[src/rtl/pipe_ctrl_pkg.sv]
`default_nettype none
// ============================================================================
// Module      : pipe_ctrl_pkg
// Description : Shared definitions for the pipeline hazard controller.
//               Provides the controller state encoding, the default memory
//               timeout and the register-index width.
// Revision    : 1.0 - initial release
// ============================================================================
package pipe_ctrl_pkg;

   localparam int REG_IDX_W       = 5;    // architectural register index width
   localparam int MEM_TIMEOUT_DEF = 255;  // default max consecutive MEM_WAIT cycles
   localparam int WAIT_CNT_W      = 8;    // width of the memory wait counter

   // Encoding 2'd3 is never entered; the controller decodes it as ST_ERR.
   typedef enum logic [1:0] {
      ST_RUN      = 2'd0,
      ST_MEM_WAIT = 2'd1,
      ST_ERR      = 2'd2
   } state_t;

endpackage
`default_nettype wire

[src/rtl/load_use_det.sv]
`default_nettype none
// ============================================================================
// Module      : load_use_det
// Description : Combinational load-use hazard detector. Flags when the
//               instruction in ID reads a register that the load currently
//               in EX is going to write (x0 excluded).
// Ports       : id_rs1/id_rs2       - ID-stage source register indices
//               id_use_rs1/rs2      - ID instruction actually reads rs1/rs2
//               ex_rd               - EX-stage destination register index
//               ex_is_load          - EX instruction is a load
//               hazard              - load-use hazard present this cycle
// Revision    : 1.0 - initial release
// ============================================================================
module load_use_det
   import pipe_ctrl_pkg::*;
(
   input  logic [REG_IDX_W-1:0] id_rs1,
   input  logic [REG_IDX_W-1:0] id_rs2,
   input  logic                 id_use_rs1,
   input  logic                 id_use_rs2,
   input  logic [REG_IDX_W-1:0] ex_rd,
   input  logic                 ex_is_load,
   output logic                 hazard
);

   logic rd_nonzero;
   logic rs1_match;
   logic rs2_match;

   assign rd_nonzero = (ex_rd != '0);
   assign rs1_match  = id_use_rs1 && (id_rs1 == ex_rd);
   assign rs2_match  = id_use_rs2 && (id_rs2 == ex_rd);
   assign hazard     = ex_is_load && rd_nonzero && (rs1_match || rs2_match);

endmodule
`default_nettype wire

[src/rtl/pipe_hazard_ctrl.sv]
`default_nettype none
// ============================================================================
// Module      : pipe_hazard_ctrl
// Description : Hazard / stall controller for a 5-stage in-order pipeline.
//               Handles load-use stalls, taken-branch flushes, memory wait
//               stalls with timeout, and a sticky bus error state.
// Ports       : clk, rst_n (async, active low)
//               id_*, ex_*          - hazard sources from ID and EX
//               mem_req, mem_ack    - MEM stage handshake
//               *_en                - stage register enables
//               pc_sel_branch, if_id_flush, id_ex_bubble - redirect controls
//               bus_err, state_o    - error flag and current state
//               stall_cycles, flush_count - performance counters
// Config      : PIPE_HAZARD_CTRL_PERF_EN - when defined, builds saturating
//               performance counters; otherwise both counters read 0.
// Revision    : 1.0 - initial release
// ============================================================================
module pipe_hazard_ctrl
   import pipe_ctrl_pkg::*;
#(
   parameter int MEM_TIMEOUT = MEM_TIMEOUT_DEF
)(
   input  logic                 clk,
   input  logic                 rst_n,
   input  logic [REG_IDX_W-1:0] id_rs1,
   input  logic [REG_IDX_W-1:0] id_rs2,
   input  logic                 id_use_rs1,
   input  logic                 id_use_rs2,
   input  logic [REG_IDX_W-1:0] ex_rd,
   input  logic                 ex_is_load,
   input  logic                 ex_branch_taken,
   input  logic                 mem_req,
   input  logic                 mem_ack,
   output logic                 pc_en,
   output logic                 if_id_en,
   output logic                 id_ex_en,
   output logic                 ex_mem_en,
   output logic                 mem_wb_en,
   output logic                 pc_sel_branch,
   output logic                 if_id_flush,
   output logic                 id_ex_bubble,
   output logic                 bus_err,
   output logic [1:0]           state_o,
   output logic [15:0]          stall_cycles,
   output logic [15:0]          flush_count
);

   localparam logic [WAIT_CNT_W:0] TIMEOUT_LIM = (WAIT_CNT_W+1)'(MEM_TIMEOUT);

   state_t                state;
   state_t                state_nxt;
   logic                  flush_pend;
   logic                  flush_pend_nxt;
   logic [WAIT_CNT_W-1:0] wait_cnt;
   logic [WAIT_CNT_W-1:0] wait_cnt_nxt;
   logic [WAIT_CNT_W:0]   wait_inc;
   logic                  timeout_hit;
   logic                  load_use;
   logic                  mem_stall;

   load_use_det u_load_use_det (
      .id_rs1     (id_rs1),
      .id_rs2     (id_rs2),
      .id_use_rs1 (id_use_rs1),
      .id_use_rs2 (id_use_rs2),
      .ex_rd      (ex_rd),
      .ex_is_load (ex_is_load),
      .hazard     (load_use)
   );

   assign mem_stall   = mem_req && !mem_ack;
   // Compare one bit wider so the count after this cycle can be checked
   // against the limit without the counter itself ever wrapping.
   assign wait_inc    = {1'b0, wait_cnt} + {{WAIT_CNT_W{1'b0}}, 1'b1};
   assign timeout_hit = (wait_inc >= TIMEOUT_LIM);

   // ------------------------------------------------------------------
   // State register
   // ------------------------------------------------------------------
   always_ff @(posedge clk or negedge rst_n) begin
      if (!rst_n) begin
         state      <= ST_RUN;
         flush_pend <= 1'b0;
         wait_cnt   <= '0;
      end else begin
         state      <= state_nxt;
         flush_pend <= flush_pend_nxt;
         wait_cnt   <= wait_cnt_nxt;
      end
   end

   // ------------------------------------------------------------------
   // Next-state logic
   // ------------------------------------------------------------------
   always_comb begin
      state_nxt      = state;
      flush_pend_nxt = flush_pend;
      wait_cnt_nxt   = wait_cnt;
      case (state)
         ST_RUN: begin
            wait_cnt_nxt = '0;
            if (mem_stall) state_nxt = ST_MEM_WAIT;
         end
         ST_MEM_WAIT: begin
            if (mem_ack) begin
               state_nxt      = ST_RUN;
               flush_pend_nxt = 1'b0;
               wait_cnt_nxt   = '0;
            end else begin
               // EX is frozen, so a branch seen now must be remembered
               // and applied once memory completes.
               flush_pend_nxt = flush_pend || ex_branch_taken;
               if (wait_cnt != '1) wait_cnt_nxt = wait_inc[WAIT_CNT_W-1:0];
               if (timeout_hit) state_nxt = ST_ERR;
            end
         end
         default: state_nxt = ST_ERR;  // ST_ERR and the unused encoding
      endcase
   end

   // ------------------------------------------------------------------
   // Output decode
   // ------------------------------------------------------------------
   always_comb begin
      pc_en         = 1'b0;
      if_id_en      = 1'b0;
      id_ex_en      = 1'b0;
      ex_mem_en     = 1'b0;
      mem_wb_en     = 1'b0;
      pc_sel_branch = 1'b0;
      if_id_flush   = 1'b0;
      id_ex_bubble  = 1'b0;
      if (rst_n) begin
         case (state)
            ST_RUN: begin
               if (!mem_stall) begin
                  pc_en     = 1'b1;
                  if_id_en  = 1'b1;
                  id_ex_en  = 1'b1;
                  ex_mem_en = 1'b1;
                  mem_wb_en = 1'b1;
                  if (ex_branch_taken) begin
                     pc_sel_branch = 1'b1;
                     if_id_flush   = 1'b1;
                     id_ex_bubble  = 1'b1;
                  end else if (load_use) begin
                     // The bubble moves the load on to MEM, so the hazard
                     // clears by itself after this single stall cycle.
                     pc_en        = 1'b0;
                     if_id_en     = 1'b0;
                     id_ex_bubble = 1'b1;
                  end
               end
            end
            ST_MEM_WAIT: begin
               if (mem_ack) begin
                  pc_en     = 1'b1;
                  if_id_en  = 1'b1;
                  id_ex_en  = 1'b1;
                  ex_mem_en = 1'b1;
                  mem_wb_en = 1'b1;
                  if (flush_pend || ex_branch_taken) begin
                     pc_sel_branch = 1'b1;
                     if_id_flush   = 1'b1;
                     id_ex_bubble  = 1'b1;
                  end
               end
            end
            default: ;  // error: pipeline frozen
         endcase
      end
   end

   assign bus_err = (state != ST_RUN) && (state != ST_MEM_WAIT);
   assign state_o = state;

`ifdef PIPE_HAZARD_CTRL_PERF_EN
   always_ff @(posedge clk or negedge rst_n) begin
      if (!rst_n) begin
         stall_cycles <= '0;
         flush_count  <= '0;
      end else begin
         if (!pc_en && (stall_cycles != 16'hFFFF)) stall_cycles <= stall_cycles + 16'd1;
         if (if_id_flush && (flush_count != 16'hFFFF)) flush_count <= flush_count + 16'd1;
      end
   end
`else
   assign stall_cycles = '0;
   assign flush_count  = '0;
`endif

endmodule
`default_nettype wire

[config.mk]
export PLATFORM = sky130hd
export DESIGN_NAME = pipe_hazard_ctrl
export DESIGN_NICKNAME = d
export VERILOG_FILES = /design/src/rtl/pipe_ctrl_pkg.sv /design/src/rtl/load_use_det.sv /design/src/rtl/pipe_hazard_ctrl.sv
export SDC_FILE = /design/constraint.sdc
export NUM_CORES = 1
export LEC_CHECK = 0
export CAP_MARGIN = 10
export CORE_UTILIZATION = 38
export CTS_CLUSTER_SIZE = 8
export DETAILED_ROUTE_END_ITERATION = 8
export PLACE_DENSITY = 0.84
export SLEW_MARGIN = 25
export SYNTH_ARGS = -nofsm -noshare
export SYNTH_HDL_FRONTEND = slang
export SYNTH_SLANG_ARGS = --single-unit
[constraint.sdc]
create_clock -name clk -period 2.65 [get_ports clk]
set_clock_uncertainty 0.2 [all_clocks]
set_input_delay 0.3975 -clock clk [delete_from_list [all_inputs] [get_ports clk]]
set_output_delay 0.3975 -clock clk [all_outputs]
set_load 0.01 [all_outputs]
* Word level (Yosys, flattened, before mapping)
Index checks and enable logic that the tools add are counted.
** Word-level totals
- Register bits after elaboration :: 11
- Input port bits :: 23
- Output and inout port bits :: 43
- Logic and storage cells :: 56
** Operators by class
- $add $sub $neg :: 1
- $lt $le $gt $ge :: 1
- Eq/ne operators :: 8
- Multiplexer cells :: 28
- Reductions and logical operators :: 15
** Operators with widths (number)
- 2-to-1 mux 1 bit :: 17
- 2-to-1 mux 8 bit :: 2
- case mux 8 bit (2 select lines) :: 1
- == test 5 bit :: 2
- adder 8 x 1 -> 9 bit (second input constant) :: 1
- >= comparator 9 x 8 -> 1 bit (second input constant) :: 1
- != test 8 bit (second input constant) :: 1
- case mux 1 bit (2 select lines) :: 4
- logical AND 1 bit :: 6
- 2-to-1 mux 2 bit :: 3
- != test 3 bit (second input constant) :: 2
- nonzero test 5 bit :: 1
- case mux 2 bit (2 select lines) :: 1
- AND reduction 2 bit :: 2
- nonzero test 2 bit :: 2
- == test 2 x 1 -> 1 bit (second input constant) :: 1
- logical NOT 2 bit :: 1
- logical OR 1 bit :: 2
- != test 2 x 1 -> 1 bit (second input constant) :: 1
- != test 2 bit (second input constant) :: 1
- logical NOT 1 bit :: 1

* Depth between registers and ports, before layout
Gate-level depths: netlist of run 1.
- Depth in word-level cells :: 9
- Gate-level depth with buffers :: 7
- Depth with buffers taken out :: 6

* Cells and area by module
Synthesis of run 1 repeated with hierarchy kept, for this count alone.
** Second synthesis, totals
- Cells, all modules :: 136
- Area total of the unflattened synthesis :: 1119.8 µm²
** By module, submodules not included
- pipe_hazard_ctrl :: times used 1, cells an instance 119, area an instance 985.9 µm², sequential area each 275.3 µm²
- load_use_det :: times used 1, cells an instance 17, area an instance 133.9 µm², sequential area each 0.0 µm²

* Least setup slack after synthesis of run 1
Ideal clock, no wire load.
- Kind :: in2out
- Start :: input ex_rd[1]
- End :: output pc_en
- Arrival time :: 1.567 ns
- Data required time :: 2.053 ns
- Path slack :: 0.485 ns
- Stages :: 4
- Path buffers :: 1
- Path through :: or4_1 > o21a_1 > a31oi_1 > buf_4
** Between the ends
- Cells in the longest elaborated chain, start to end :: 9
- Elaborated cells on any way between the ends :: 13
- Those cells by class :: eq/ne (2); mux (5); reduce/logical (6)
** RTL lines
- from (decl) :: line pipe_hazard_ctrl.sv:29 : input logic [REG_IDX_W-1:0] ex_rd,
- == test 5 bit (on tied branches) :: line load_use_det.sv:31, load_use_det.sv:32
- logical AND 1 bit (on tied branches) :: line load_use_det.sv:31, load_use_det.sv:32
- logical OR 1 bit :: line load_use_det.sv:33 : assign hazard = ex_is_load && rd_nonzero && (rs1_match || rs2_match);
- logical AND 1 bit (*) :: line load_use_det.sv:33
- 2-to-1 mux 1 bit (*) (3 in series)
- case mux 1 bit (2 select lines) (*)
- 2-to-1 mux 1 bit (*)
- to (decl) :: line pipe_hazard_ctrl.sv:34 : output logic pc_en,
Every way passes the cells marked *; elsewhere a longest branch is shown, timed or not.

* Final worst setup path of run 1
- Start :: input ex_rd[3]
- End :: output id_ex_bubble
** Between the ends
- Cells in the longest elaborated chain, start to end :: 9
- Elaborated cells on any way between the ends :: 13
- Those cells by class :: eq/ne (2); mux (5); reduce/logical (6)
** RTL lines
- == test 5 bit (on tied branches) :: line load_use_det.sv:31, load_use_det.sv:32
- logical AND 1 bit (on tied branches) :: line load_use_det.sv:31, load_use_det.sv:32
- logical OR 1 bit :: line load_use_det.sv:33
- logical AND 1 bit (*) :: line load_use_det.sv:33
- 2-to-1 mux 1 bit (*) :: line pipe_hazard_ctrl.sv:146 : end else if (load_use) begin
- 2-to-1 mux 1 bit (*) :: line pipe_hazard_ctrl.sv:142 : if (ex_branch_taken) begin
- 2-to-1 mux 1 bit (*) :: line pipe_hazard_ctrl.sv:136 : if (!mem_stall) begin
- case mux 1 bit (2 select lines) (*) :: line pipe_hazard_ctrl.sv:134 : case (state)
- 2-to-1 mux 1 bit (*) :: line pipe_hazard_ctrl.sv:133 : if (rst_n) begin
- to (decl) :: line pipe_hazard_ctrl.sv:41 : output logic id_ex_bubble,
Marks and branches as above.

==> results of run 1 <==
-- cell families (layout without fill, tap and decap cells) --
logic type               count (synthesis)  count (layout)  synth area share, %
XOR/XNOR                                12              12                 9.01
multiplexers                             1               1                0.858
AND/OR/NAND/NOR                         40              40                 19.7
buffers and inverters                   45              54                 26.2
AO/OA/AOI/OAI                           32              32                 18.1
other                                    1              32                0.322
adder cells (fa/ha/maj)                  2               2                 2.15
flip-flops                              11              11                 23.6
-- cells in the final DEF (no fill, tap or decap), types with 2 or more instances in the layout --
cell and count:
sky130_fd_sc_hd__dlygate4sd2_1 2, sky130_fd_sc_hd__buf_4 11, sky130_fd_sc_hd__a21oi_1 5, sky130_fd_sc_hd__inv_1 6, sky130_fd_sc_hd__nor2b_1 4, sky130_fd_sc_hd__nand4_1 6, sky130_fd_sc_hd__dfrtp_1 11, sky130_fd_sc_hd__and2_1 2
sky130_fd_sc_hd__buf_2 2, sky130_fd_sc_hd__o21ai_0 14, sky130_fd_sc_hd__xnor2_1 12, sky130_fd_sc_hd__clkdlybuf4s50_1 28, sky130_fd_sc_hd__ha_1 2, sky130_fd_sc_hd__nand2_1 10, sky130_fd_sc_hd__clkbuf_4 3, sky130_fd_sc_hd__nor2_1 5
sky130_fd_sc_hd__conb_1 32, sky130_fd_sc_hd__and4_1 3, sky130_fd_sc_hd__and3_1 2
-- repair_timing --
item,in CTS,in global routing
resized for setup,11,4
pin swaps,2,1
setup buffers,0,0
endpoints found under the setup margin,5,2
hold endpoints to repair,0,0
-- Yosys cell counts, types with 2 or more instances --
cell,count
sky130_fd_sc_hd__a21oi_1,5
sky130_fd_sc_hd__and2_1,2
sky130_fd_sc_hd__and3_1,2
sky130_fd_sc_hd__and4_1,3
sky130_fd_sc_hd__buf_4,36
sky130_fd_sc_hd__clkbuf_1,2
sky130_fd_sc_hd__dfrtp_1,11
sky130_fd_sc_hd__ha_1,2
sky130_fd_sc_hd__inv_1,6
sky130_fd_sc_hd__nand2_1,10
sky130_fd_sc_hd__nand4_1,6
sky130_fd_sc_hd__nor2_1,5
sky130_fd_sc_hd__nor2b_1,4
sky130_fd_sc_hd__o21ai_0,14
sky130_fd_sc_hd__or4_1,2
sky130_fd_sc_hd__xnor2_1,12
-- critical path: stages --
cell and delay, ns:
sky130_fd_sc_hd__clkdlybuf4s50_1 0.43, sky130_fd_sc_hd__or4_4 0.54, sky130_fd_sc_hd__o21a_1 0.22, sky130_fd_sc_hd__o2111a_1 0.13, sky130_fd_sc_hd__o2bb2ai_1 0.12, sky130_fd_sc_hd__buf_2 0.15
-- routing by layer --
metal  vias up  GRT usage (%)  wire (um)
li1        512              -          -
met1       478           20.5       1110
met2        32           24.1       1160
met3         2           5.22        125
met4         0           2.79         12
met5         -              0          0
-- stage by stage --
step           TNS, ns  hold slack [ns]
4_1_cts        -0.0563            0.243
3_3_place_gp    -0.828            0.316
3_5_place_dp     -1.10            0.357
6_report             0            0.245
5_1_grt              0            0.255
2_1_floorplan        0          -0.0981
-- sequential cells by signal, indices dropped and copies added (netlist names) --
name	flops
wait_cnt	8
flush_pend	1
state_o	2
-- worst paths after layout --
| kind | end | slack [ns] | cells past startpoint |
|---|---|---|---|
| max | id_ex_bubble | 0.06 | 6 |
| min reg2reg | flush_pend | 0.36 | 2 |
| min | wait_cnt[5] | 0.25 | 2 |
| max in group asynchronous | wait_cnt[7] | 1.86 | 2 |
| max reg2reg | wait_cnt[5] | 0.59 | 5 |
| min in group clk | flush_pend | 0.36 | 2 |
-- final cells by class --
| class | instances | area [sq um] | share of cell area, % |
|---|---|---|---|
| sequential | 11 | 275 | 18.7 |
| multi-input combinational | 119 | 712 | 48.4 |
| inverter | 6 | 22.5 | 1.53 |
| tap | 31 | 38.8 | 2.64 |
| timing repair buffer | 44 | 395 | 26.9 |
| clock buffer | 4 | 26.3 | 1.79 |
-- power by group through the flow --
| stage | logic [W] | clock network, W | registers (W) |
|---|---|---|---|
| floorplan | 0.000246 | 0 | 0.000246 |
| global placement | 0.000413 | 0 | 0.000235 |
| detailed placement | 0.000420 | 0 | 0.000237 |
| CTS | 0.000413 | 0.000120 | 0.000234 |
| global route | 0.000447 | 0.000132 | 0.000240 |
| finish | 0.000409 | 0.000115 | 0.000234 |
==> run_results.csv, run 1 <==
group,metric,value,unit
run_status,run_status,"complete, but fails checks",
run_status,violated_checks,"design-rule violations",
clock_tree,clock_tree.htree_level_count,1,
sta,maxSlewViolCount,0,
cells_and_area,fin_cells,215,
detailed_routing,post_drt_wl_per_cell,11.2,um
critical_path,setup.worst_path.start_class,"input pin",
sta,fmaxAchievable,0.386,GHz
floorplanning,die_w,57.4,um
cells_and_area,stdcell_area,1470,sq um
synthesis,yosys_register_bits,11,
floorplanning,dieArea,3290,sq um
clock_tree,cts_buffer_depth,2,
placement,dp.cells,211,
placement,port_buffers,33,
grt,via_count_of_the_first_global_routing_pass,828,
critical_path,required,2.05,ns
synthesis,yosys-top-cells-area,"sky130_fd_sc_hd__dfrtp_1 24%, sky130_fd_sc_hd__buf_4 23%, sky130_fd_sc_hd__xnor2_1 9.0%",
sta,setup_violations,0,
placement,post_dp_cell_area,1450,sq um
synthesis,synth.cell_area,1170,sq um
clock_tree,cts-hold-fix-buffers,0,
detailed_routing,drt_pass1_iterations,6,
clock_tree,cts-buffers-inserted,3,
cells_and_area,final_util,52.0,%
grt,grt_pass1_wl,3.91,mm
clock_tree,cts.reportedPaths.clkPinSlew,0.07,ns
synthesis,synth_ff_type,"sky130_fd_sc_hd__dfrtp_1",
critical_path,cp-end-kind,"primary output",
critical_path,timing.critical_path.from,"ex_rd[3]",
placement,dpl.hpwl,1.97,mm
floorplanning,pin_count,66,
cells_and_area,drive_above_1_share,12.5,%
grt,grt_antenna_before_repair,0,
floorplanning,core.rowCount,19,
pwr,sequentialPowerShare,30.9,%
synthesis,netlist.area_leader.share,23.6,%
flow_run,drv.max_cap_violation_count,0,
clock_tree,cts_num_sinks,11,
critical_path,worstSetupPathType,"in -> out",
cells_and_area,nFillCells,285,
clock_tree,ctsRootBufferMaster,"sky130_fd_sc_hd__clkbuf_4",
synthesis,ys_async_sr_fraction,100,%
synthesis,syn_avg_cell_area,8.10,sq um
pwr,total_switching_power,0.000287,W
grt,grtUsageTotal,15.3,%
synthesis,ys.warnings.count,0,
detailed_routing,detail_route.wirelength,2.40,mm
synthesis,yosys.cell_types.count,38,
critical_path,timing.critical_path.arrival,1.99,ns
pwr,comb_power_share,53.9,%
sta,period_share,97.7,%
detailed_routing,drc,3,
pwr,power.density_cell_area,516,nW/um^2
detailed_routing,ant_nets,0,
pwr,internal_power,0.000471,W
clock_tree,clk_latency,0.27,ns
sta,unrepaired_setup_endpoints_after_global_routing,"false",
pwr,p_total,0.000758,W
detailed_routing,dr_total_vias,1024,
grt,grt-ovfl-total,0,
clock_tree,tritoncts,"built",
placement,pre_cts_slack,-0.387,ns
sta,final.setup.worst_slack,0.0613,ns
synthesis,synthDominantAreaCellType,"sky130_fd_sc_hd__dfrtp_1",
synthesis,yosysSeqAreaShare,23.6,%
grt,grt_max_degree,12,
sta,layout_min_cycle_time,2.59,ns
worst_hold_path,worstHoldPathType,"in -> async",
pwr,power.switching_fraction,37.9,%
sta,timing_hold_violations_final,0,
pwr,p_clk_share,15.2,%
floorplanning,core-area,2830,sq um
pwr,leakage_component_of_the_power,0.644,nW
synthesis,post_synth_inst_count,144,
floorplanning,floorplan.initialDensity,41.2,%
cells_and_area,area_overhead_vs_synth,26.1,%
placement,globalplace.congestion,0.866,
synthesis,synth_edf_count,0,
cells_and_area,antennaDiodeCount,0,
critical_path,critical_path.reg2reg.startpoint,"wait_cnt[0]",
pwr,ir_worst_vdd,0.000263,V
critical_path,largest_fanout_of_any_net_on_the_critical_path,2,
cells_and_area,layout.nets,210,
floorplanning,dieHeight,57.4,um
detailed_routing,avgViaCountPerCell,4.76,
detailed_routing,initialDrtViolationCount,34,
Note: power is estimated with default switching activity, not from simulation.
==> run 2: changes to the inputs <==
- CAP_MARGIN: 10 -> not set
==> results of run 2 <==
The final DEF is identical to that of run 1; final timing and power are the same.
==> run 3: changes to the inputs <==
- CELL_PAD_IN_SITES_DETAIL_PLACEMENT: not set -> 0
- CELL_PAD_IN_SITES_GLOBAL_PLACEMENT: not set -> 1
- CORE_UTILIZATION: 38 -> 26
- PLACE_DENSITY: 0.84 -> 0.83
- SKIP_CTS_REPAIR_TIMING: not set -> 1
==> run_results.csv, run 3 (synthesis results as in run 1) <==
group,metric,value,unit
placement,pre_cts_slack,-0.270,ns
detailed_routing,ant_nets,0,
cells_and_area,area_overhead_vs_synth,31.7,%
cells_and_area,largest_register_ffs,8,
cells_and_area,largest_register,"wait_cnt",
critical_path,timing.critical_path.arrival,1.97,ns
sta,maxSlewViolCount,0,
floorplanning,dieArea,4760,sq um
critical_path,crit_slowest_cell,"sky130_fd_sc_hd__or4_1",
sta,worst_slack_on_hold_paths,0.292,ns
placement,globalplace.congestion,0.822,
cells_and_area,drive_above_1_share,10.3,%
grt,grt-ovfl-total,0,
sta,unrepaired_setup_endpoints_after_global_routing,"false",
critical_path,critPathMaxStageDelay,0.53,ns
pwr,ir_worst_vdd,0.000224,V
clock_tree,cts-buffers-inserted,3,
critical_path,worstSetupPathType,"in -> out",
detailed_routing,post_drt_wl_per_cell,10.8,um
worst_hold_path,worstHoldPathType,"in -> async",
detailed_routing,dr_total_vias,1014,
sta,setup_violations,0,
grt,grt_pass1_wl,4.27,mm
run_status,run_status,"finished clean",
detailed_routing,drc,0,
placement,port_buffers,33,
pwr,leakage_component_of_the_power,0.718,nW
floorplanning,dieHeight,69.0,um
clock_tree,cts_num_sinks,11,
cells_and_area,mostFrequentLayoutCell,"sky130_fd_sc_hd__conb_1",
cells_and_area,antennaDiodeCount,0,
grt,grt_max_degree,12,
floorplanning,pin_count,66,
grt,grt_antenna_before_repair,0,
cells_and_area,fin_cells,234,
sta,period_share,96.7,%
floorplanning,core-area,4140,sq um
placement,dpl.hpwl,1.98,mm
critical_path,cp-end-kind,"primary output",
detailed_routing,drt_pass1_iterations,4,
placement,dp.cells,230,
pwr,power.density_cell_area,540,nW/um^2
detailed_routing,avgViaCountPerCell,4.33,
sta,layout_min_cycle_time,2.56,ns
clock_tree,cts_buffer_depth,2,
clock_tree,tritoncts,"built",
critical_path,largest_fanout_of_any_net_on_the_critical_path,2,
sta,tns,0,ns
sta,final.setup.worst_slack,0.0864,ns
cells_and_area,most-common-layout-cells,"32 x sky130_fd_sc_hd__conb_1, 28 x sky130_fd_sc_hd__clkdlybuf4s50_1, 14 x sky130_fd_sc_hd__o21ai_0, 12 x sky130_fd_sc_hd__xnor2_1",
critical_path,required,2.05,ns
detailed_routing,initialDrtViolationCount,44,
clock_tree,clock_tree.htree_level_count,1,
floorplanning,core.rowCount,23,
detailed_routing,detail_route.wirelength,2.53,mm
critical_path,setup.worst_path.start_class,"input pin",
cells_and_area,layout.nets,210,
flow_run,drv.max_cap_violation_count,0,
clock_tree,clk_latency,0.24,ns
clock_tree,ctsRootBufferMaster,"sky130_fd_sc_hd__clkbuf_8",
clock_tree,cts.reportedPaths.clkPinSlew,0.05,ns
floorplanning,die_w,69.0,um
floorplanning,floorplan.initialDensity,28.1,%
sta,timing_hold_violations_final,0,
sta,fmaxAchievable,0.390,GHz
critical_path,worstPathCellList,"clkdlybuf4s50_1 > or4_1 > o21a_1 > o2111a_1 > o2bb2ai_1 > dlymetal6s2s_1",
grt,grtUsageTotal,12.3,%
grt,via_count_of_the_first_global_routing_pass,933,
## run 3: metal layers
layer | GRT usage [%] | part of all wire, % | vias to the layer above | routed length, um
li1 | - | - | 518 | -
met1 | 14.9 | 46 | 456 | 1160
met2 | 20.8 | 45 | 36 | 1150
met3 | 2.63 | 7.1 | 4 | 179
met4 | 5.36 | 1.6 | 0 | 40
met5 | 0 | 0 | - | 0
## run 3: report_power, final
group / internal (W) / switching (W) / total (W)
combinational: 0.000223 / 0.000195 / 0.000418
sequential: 0.000199 / 0.0000370 / 0.000236
clock: 0.000106 / 0.0000689 / 0.000175
## run 3: through the flow
step | instance area (sq um) | total power, W | utilization [%]
after floorplan | 1280 | 0.000492 | -
after global placement | 1480 | 0.000654 | 35.6
after detailed placement | 1480 | 0.000661 | 35.6
after CTS | 1520 | 0.000841 | 36.7
after global routing | 1540 | 0.000906 | 37.0
final | 1540 | 0.000829 | 37.0
## run 3: area by class of cell
type | count | area (sq um)
multi-input combinational | 119 | 704
fill | 451 | 2610
timing repair buffer | 44 | 425
tap | 50 | 62.6
sequential | 11 | 275
clock buffer | 4 | 45.0
inverter | 6 | 22.5
## run 3: worst max-delay path, delay by kind of cell
family | cells | cell delay, ns
simple gates | 1 | 0.53
compound gates | 3 | 0.45
buf+inv | 2 | 0.59
## run 3: path summary, 6_finish.rpt
check	cells after the start	slack, ns	endpoint	from
hold reg to reg	2	0.36	flush_pend	flush_pend
max in group asynchronous	2	1.81	wait_cnt[2]	rst_n
setup / recovery	6	0.09	id_ex_bubble	ex_rd[1]
min in group clk	2	0.36	flush_pend	flush_pend
hold / removal	2	0.29	state_o[1]	rst_n
setup reg to reg	5	0.58	wait_cnt[5]	wait_cnt[0]
